**src/rtl/dlx_memory_access_stage.sv**
```systemverilog
// DLX MEM-stage load/store unit: big-endian lane alignment, sign/zero extension,
// misalignment rejection and ack timeout toward a req/ack data RAM.
module dlx_memory_access_stage #(
    parameter int unsigned N           = 32,
    parameter int unsigned ACK_TIMEOUT = 16
) (
    input  logic         clk,
    input  logic         rst,
    input  logic         valid_in,
    input  logic         is_load,
    input  logic         is_store,
    input  logic [1:0]   size,
    input  logic         is_signed,
    input  logic [N-1:0] alu_result,
    input  logic [N-1:0] store_data,
    output logic         dram_req,
    output logic         dram_we,
    output logic [N-1:0] dram_addr,
    output logic [3:0]   dram_be,
    output logic [N-1:0] dram_wdata,
    input  logic         dram_ack,
    input  logic [N-1:0] dram_rdata,
    output logic [N-1:0] data_from_memory,
    output logic [N-1:0] data_from_alu,
    output logic         select_wb,
    output logic         wb_valid,
    output logic         stall,
    output logic         misaligned,
    output logic         bus_error
);
    localparam int unsigned BW = 4;
    localparam int unsigned CW = 8;

    typedef enum logic {
        S_IDLE = 1'b0,
        S_BUSY = 1'b1
    } state_t;

    state_t        r_state;
    state_t        w_state_nxt;

    logic          r_we;
    logic [N-1:0]  r_addr;
    logic [BW-1:0] r_be;
    logic [N-1:0]  r_wdata;
    logic [1:0]    r_off;
    logic          r_byte;
    logic          r_half;
    logic          r_signed;
    logic [CW-1:0] r_cnt;
    logic [N-1:0]  r_dfm;
    logic [N-1:0]  r_dfa;
    logic          r_sel;
    logic          r_wb_valid;
    logic          r_misaligned;
    logic          r_bus_error;

    logic          w_is_mem;
    logic          w_is_half;
    logic          w_is_word;
    logic          w_misaligned;
    logic          w_accept;
    logic          w_busy;
    logic          w_timeout;
    logic [1:0]    w_off;
    logic [BW-1:0] w_be;
    logic [N-1:0]  w_wdata;
    logic [N-1:0]  w_shifted;
    logic [N-1:0]  w_load;

    assign w_off        = alu_result[1:0];
    assign w_is_mem     = valid_in & (is_load | is_store);
    assign w_is_word    = size[1];
    assign w_is_half    = (size == 2'b01);
    assign w_misaligned = w_is_mem & ((w_is_half & w_off[0]) | (w_is_word & (|w_off)));
    assign w_busy       = (r_state == S_BUSY);
    assign w_accept     = (r_state == S_IDLE) & w_is_mem & ~w_misaligned;

    // Byte enables and lane-replicated store data for the incoming op
    always_comb begin
        w_be    = 4'b1111;
        w_wdata = store_data;
        if (!w_is_word) begin
            if (w_is_half) begin
                w_be    = w_off[1] ? 4'b0011 : 4'b1100;
                w_wdata = {2{store_data[15:0]}};
            end else begin
                w_be    = 4'b1000 >> w_off;
                w_wdata = {4{store_data[7:0]}};
            end
        end
    end

    // Shift the addressed lane to the top of the word, then extend
    assign w_shifted = dram_rdata << {r_off, 3'b000};

    always_comb begin
        w_load = w_shifted;
        if (r_half) begin
            w_load = {{(N-16){r_signed & w_shifted[N-1]}}, w_shifted[N-1 -: 16]};
        end else if (r_byte) begin
            w_load = {{(N-8){r_signed & w_shifted[N-1]}}, w_shifted[N-1 -: 8]};
        end
    end

    always_comb begin
        w_state_nxt = r_state;
        w_timeout   = 1'b0;
        case (r_state)
            S_IDLE: begin
                if (w_accept) begin
                    w_state_nxt = S_BUSY;
                end
            end
            S_BUSY: begin
                if (dram_ack) begin
                    w_state_nxt = S_IDLE;
                end else if (r_cnt == CW'(ACK_TIMEOUT - 1)) begin
                    w_timeout   = 1'b1;
                    w_state_nxt = S_IDLE;
                end
            end
        endcase
    end

    always_ff @(posedge clk) begin
        if (rst) begin
            r_state <= S_IDLE;
        end else begin
            r_state <= w_state_nxt;
        end
    end

    // Request latch, timeout counter and write-back registers
    always_ff @(posedge clk) begin
        if (rst) begin
            r_we         <= 1'b0;
            r_addr       <= '0;
            r_be         <= '0;
            r_wdata      <= '0;
            r_off        <= '0;
            r_byte       <= 1'b0;
            r_half       <= 1'b0;
            r_signed     <= 1'b0;
            r_cnt        <= '0;
            r_dfm        <= '0;
            r_dfa        <= '0;
            r_sel        <= 1'b0;
            r_wb_valid   <= 1'b0;
            r_misaligned <= 1'b0;
            r_bus_error  <= 1'b0;
        end else begin
            r_wb_valid   <= 1'b0;
            r_misaligned <= 1'b0;
            r_bus_error  <= 1'b0;
            if (r_state == S_IDLE) begin
                if (valid_in && !is_load && !is_store) begin
                    r_dfa      <= alu_result;
                    r_sel      <= 1'b1;
                    r_wb_valid <= 1'b1;
                end else if (w_misaligned) begin
                    r_misaligned <= 1'b1;
                end else if (w_accept) begin
                    r_we     <= is_store;
                    r_addr   <= {alu_result[N-1:2], 2'b00};
                    r_be     <= w_be;
                    r_wdata  <= w_wdata;
                    r_off    <= w_off;
                    r_byte   <= ~w_is_word & ~w_is_half;
                    r_half   <= w_is_half;
                    r_signed <= is_signed;
                    r_cnt    <= '0;
                end
            end else begin
                if (dram_ack) begin
                    r_cnt <= '0;
                    if (!r_we) begin
                        r_dfm      <= w_load;
                        r_sel      <= 1'b0;
                        r_wb_valid <= 1'b1;
                    end
                end else if (w_timeout) begin
                    r_cnt       <= '0;
                    r_bus_error <= 1'b1;
                end else begin
                    r_cnt <= r_cnt + CW'(1);
                end
            end
        end
    end

    assign dram_req         = w_busy;
    assign dram_we          = r_we;
    assign dram_addr        = r_addr;
    assign dram_be          = r_be;
    assign dram_wdata       = r_wdata;
    assign data_from_memory = r_dfm;
    assign data_from_alu    = r_dfa;
    assign select_wb        = r_sel;
    assign wb_valid         = r_wb_valid;
    assign misaligned       = r_misaligned;
    assign bus_error        = r_bus_error;
    assign stall            = ~rst & (w_accept | (w_busy & ~dram_ack));

endmodule

```
**config.mk**
```make
export PLATFORM = sky130hd
export DESIGN_NAME = dlx_memory_access_stage
export DESIGN_NICKNAME = d
export VERILOG_FILES = /design/src/rtl/dlx_memory_access_stage.sv
export SDC_FILE = /design/constraint.sdc
export NUM_CORES = 1
export LEC_CHECK = 0
export CAP_MARGIN = 10
export CELL_PAD_IN_SITES_DETAIL_PLACEMENT = 0
export CELL_PAD_IN_SITES_GLOBAL_PLACEMENT = 1
export CORE_MARGIN = 4
export CORE_UTILIZATION = 31
export CTS_CLUSTER_SIZE = 40
export DETAILED_ROUTE_END_ITERATION = 12
export GPL_TIMING_DRIVEN = 0
export PLACE_DENSITY = 0.78
export SYNTH_ARGS = -nofsm -noshare
export SYNTH_HDL_FRONTEND = slang
export SYNTH_SLANG_ARGS = --single-unit
```
**constraint.sdc**
```tcl
create_clock -name clk -period 2.3 [get_ports clk]
set_input_delay 0.46 -clock clk [delete_from_list [all_inputs] [get_ports clk]]
set_output_delay 0.46 -clock clk [all_outputs]
set_load 0.01 [all_outputs]
```
### Word level (Yosys, flattened, before mapping)

Index checks and enable logic that the tools add are counted.

| cells by class | value |
|---|---|
| $add $sub $neg | 1 |
| equal/unequal tests | 6 |
| shift-type cells | 2 |
| mux-type cells | 30 |
| bitwise logic cells | 21 |
| reduce and logical (&&, ||, !) cells | 14 |

Operators with widths:

| operator | number |
|---|---|
| 2-to-1 mux 32 bit | 4 |
| 2-to-1 mux 8 bit | 6 |
| << shifter 32 x 5 -> 32 bit | 1 |
| 2-to-1 mux 1 bit | 16 |
| 2-to-1 mux 4 bit | 3 |
| bitwise AND 1 bit | 10 |
| AND reduction 3 bit | 3 |
| adder 8 x 1 -> 8 bit, second input constant | 1 |
| == test 8 x 4 -> 1 bit, second input constant | 1 |
| != test 2 bit, second input constant | 4 |
| inverter 1 bit | 8 |
| OR reduction 3 bit | 2 |
| AND reduction 4 bit | 1 |
| nonzero test 2 bit | 2 |
| >> shifter 4 x 2 -> 4 bit, first input constant | 1 |
| OR 1 bit | 3 |
| == test 2 x 1 -> 1 bit, second input constant | 1 |
| logical AND 1 bit | 2 |
| zero test 1 bit | 2 |
| one-hot mux 1 bit (2 select lines) | 1 |
| AND reduction 2 bit | 1 |
| OR reduction 2 bit | 1 |

| storage, ports and cells | value |
|---|---|
| bits in registers | 149 |
| input port bits | 105 |
| output and inout bits | 139 |
| logic and storage cells | 90 |

### Logic depth before layout (Yosys ltp)

| depth | value |
|---|---|
| depth after elaboration | 10 |
| mapped depth | 8 |
| depth with buffers taken out | 5 |

### Worst setup path before layout

OpenSTA, ideal clock, no wires.

| timing path | value |
|---|---|
| path type | input to register |
| from | input rst |
| to | register r_cnt[5] |
| setup time | 62 ps |
| arrival | 1,680 ps |
| data required time | 2,238 ps |
| slack | 557 ps |
| stages on the path | 6 |
| path buffers | 2 |
| path through | buf_2 or3b_1 clkbuf_1 a21o_1 or3_1 nand3_1 |

RTL lines:

| element | RTL line | RTL |
|---|---|---|
| start: declaration | 8 | `input logic rst,` |
| end signal: assignment | 186 | `r_cnt <= r_cnt + CW'(1);` |
| end: declaration | 50 | `logic [CW-1:0] r_cnt;` |

### Worst setup path after layout

| timing path | value |
|---|---|
| from | input valid_in |
| to | output stall |

| between the ends | value |
|---|---|
| longest elaborated chain between the ends | 6 |
| elaborated cells on any way between the ends | 7 |
| those cells by class | bitwise: 7 |

Ends and longest elaborated chain:

| element | RTL line | RTL |
|---|---|---|
| start: declaration | 9 | `input logic valid_in,` |
| bitwise AND 1 bit * | 72 | `assign w_is_mem = valid_in & (is_load \| is_store);` |
| bitwise AND 1 bit | 75 | `assign w_misaligned = w_is_mem & ((w_is_half & w_off[0]) \| (w_is_word & (\|w_off)));` |
| inverter 1 bit (no source line) | - |  |
| bitwise AND 1 bit * | 77 | `assign w_accept = (r_state == S_IDLE) & w_is_mem & ~w_misaligned;` |
| OR 1 bit * | 203 | `assign stall = ~rst & (w_accept \| (w_busy & ~dram_ack));` |
| bitwise AND 1 bit * | 203 |  |
| end: declaration | 27 | `output logic stall,` |

Every way passes the cells marked *; elsewhere a longest branch is shown, timed or not.

==> key figures <==
Status
  • Status: complete, no violations

Hold path
  • Hold Startpoint: alu_result[1]
  • Hold WC Path Type: in2reg

Floorplanning
  • Chip width: 151 um
  • Row Count: 52
  • Die area: around 0.023 mm2
  • Die Y: 151 um
  • Initial core utilization: a little under a third
  • Core area: 0.0202 mm2
  • IO Count: 244

Detailed routing
  • WL final: 24,100 um
  • Drt via density: 4.88
  • DR vias: about 6,400
  • Post-DR wirelength/cell: 18.4 um
  • DR pass1 iterations: 4
  • Drt drc: 0
  • Post-route ant nets: 0
  • 1st-iter DRT viols: about 350

Worst setup path
  • Type of element launching the critical path: primary input
  • Setup crit end kind: output pin
  • Reg-to-Reg Start: r_off[0]
  • Crit path kind: in2out
  • Req. time, crit path: 1.84 ns
  • CP Launch Point: valid_in
  • Crit path DAT: 1.76 ns
  • Max FO, Critical Path: 5

STA
  • Final Skew: 0.0105 ns
  • Setup-failing EPs final: 0
  • RSZ-0062 raised after global routing: false
  • F_max: about 0.45 GHz
  • Slew margin rel.: roughly 39%
  • Final min period: ~2.2 ns
  • Final hold violations: 0
  • Fin Setup TNS: 0 ns
  • Fin worst setup slack: 0.0838 ns
  • Final period util: 96.4%
  • Worst slew pin tran: 0.915 ns
  • Slew Viols, Final: 0

Logic synthesis
  • Unique masters post-synth: 50
  • Syn_area_per_cell: 8.21 um2
  • Synth Register Bits: 149
  • Post-synth ARST share: 0%
  • Synthesized instance count: 773
  • Synthesis Warnings: 0
  • Synth area leaders: dfxtp_1 (47%), nand2_1 (12%), a21oi_1 (9.0%)
  • Cell taking the most area after synthesis: dfxtp_1
  • Ys flop type: dfxtp_1
  • Cell with the most instances after synthesis: nand2_1
  • Post-synth top area share: 47.0%
  • Number of synthesized flops with an enable pin: 0
  • Sequential-to-total area share from yosys stat: 47.0%
  • Synthesized cell area: around 0.0063 mm2
  • Synth top cells by count: nand2_1 (206), dfxtp_1 (149), a21oi_1 (114), nor2_1 (53), clkbuf_1 (46)

CTS
  • Clock-pin slew on the worst setup and hold paths: 0.07 ns
  • CTS sink cnt: 149
  • TritonCTS clock tree: yes
  • CTS Hold Buffers Added: 0
  • Clock Path Buffers: 2
  • Total CTS buffers: 17
  • Clock Latency Late Sink: 0.42 ns
  • Htree depth: 4
  • Root Buffer: clkbuf_16

Global route
  • Global-route wire length before repair: about 37,000 um
  • Number of global-route vias before repair: roughly 6,400
  • Grt ovf: 0
  • Tot GR Track Use: 20.9%
  • Initial antenna violation count: 1
  • Largest net degree at the start of global routing: 17

Placed design
  • I/O Buffers: 238
  • Hpwl dp: 18,200 um
  • Gpl congestion: roughly 0.86
  • Dpl ws: -0.552 ns

Finish
  • Layout cell share with drive strength beyond 1: approximately 7.6%
  • ANT cells: 0
  • Area delta synth->final: 52.3%
  • Number of nets in the layout: 1,137

Flow run
  • Maxcap violations: 0

Power
  • Leakage: 3.35 nW
  • PD cells: 677 mW/mm2
  • Max IR drop VDD: 0.519 mV
## layout by cell type, fill, tap and decap left out, types with 2 or more instances in the layout
cell type        synthesis  final
a21oi_2                  2      2
nand2_1                206    205
inv_1                    2      2
inv_6                    0      3
a21oi_1                114    114
or3_1                    2      2
nor3_1                  24     24
o211ai_1                10     10
a22oi_1                  8      8
clkdlybuf4s50_1          0    237
o21ai_0                 22     22
buf_2                   10     10
conb_1                   1      2
nor2_1                  53     53
a311oi_1                 9      9
mux2_2                   8      8
buf_1                    2      2
inv_8                    0      3
and3_1                   2      2
clkbuf_16                0     17
mux4_2                   8      8
a31oi_1                  2      2
buf_6                    3      3
mux2i_1                 24     24
a221o_1                  9      9
nand3_1                  3      3
dfxtp_1                149    148
clkinv_2                 0      3
clkinv_4                 0      3
a211oi_1                17     17
clkbuf_1                46     45
o2bb2ai_1                8      8
or2_2                    2      2
buf_4                    3      4
clkinvlp_4               0      2
## per-layer routing
metal	part of all wire [%]	GRT usage (%)
met2	47	34.5
met1	41	25.4
met4	0.88	4.26
met5	0.054	0
met3	11	9.37
## critical path, stage by stage
cell and delay (ns):
clkdlybuf4s50_1 0.50, nor2b_4 0.21, nand2_2 0.11, o31ai_2 0.21, clkdlybuf4s15_2 0.26
## layout make-up
type | count | area, um2
well taps | 270 | 338
fillers | 2009 | 10500
multi-input cells | 557 | 3090
clock buffers | 17 | 425
flip-flops and latches | 149 | 2980
repair buffers | 239 | 2390
inverters | 3 | 11.3
clock inverters | 15 | 146
plain buffers | 64 | 288
## state kept, by name, summed over array words and instances (netlist names)
name / cells
data_from_alu: 32
r_cnt: 8
data_from_memory: 32
r_off: 2
dram_req: 1
r_half: 1
misaligned: 1
bus_error: 1
dram_addr: 30
dram_wdata: 32
r_byte: 1
r_signed: 1
dram_we: 1
dram_be: 4
select_wb: 1
wb_valid: 1
## through the flow
step	area, um2	cells	hold slack [ns]	util (%)	total power [mW]
finish	9670	1314	0.402	47.9	6.55
detailed placement	9070	1282	0.446	45.0	3.87
global route	9670	1314	0.418	47.9	6.83
CTS	9670	1314	0.393	47.9	6.62
global placement	9070	1282	0.440	45.0	3.86
floorplan	6350	774	0.452	-	3.27
## report_power, final
| group | switching (mW) | internal (mW) |
|---|---|---|
| Sequential | 0.0613 | 2.69 |
| Clock | 1.22 | 1.52 |
| Combinational | 0.537 | 0.522 |
| Total | 1.82 | 4.73 |
## cell families after synthesis
family,count (synthesis),share of synthesized area (%)
buf+inv,68,4.77
xor+xnor,1,0.138
simple gates,302,19.1
flops,149,47.0
mux,40,8.04
compound gates,211,20.7
other cells,1,0.0591
fa+ha+maj,1,0.197
## worst paths after layout
path | slack, ns | cells past startpoint | endpoint
setup reg to reg | 0.39 | 6 | data_from_memory[4]
hold reg to reg | 0.45 | 2 | dram_wdata[5]
hold / removal | 0.40 | 3 | data_from_alu[1]
setup / recovery | 0.08 | 5 | stall
## timing repair
item / 4_1_cts / 5_1_grt
endpoints found under the hold margin: 0 / 0
resized for setup: 8 / 1
buffers inserted: 1 / 0
setup endpoints to repair: 1 / 1
pin swaps: 1 / 0
No activity file was read; power rests on OpenSTA's default activity.
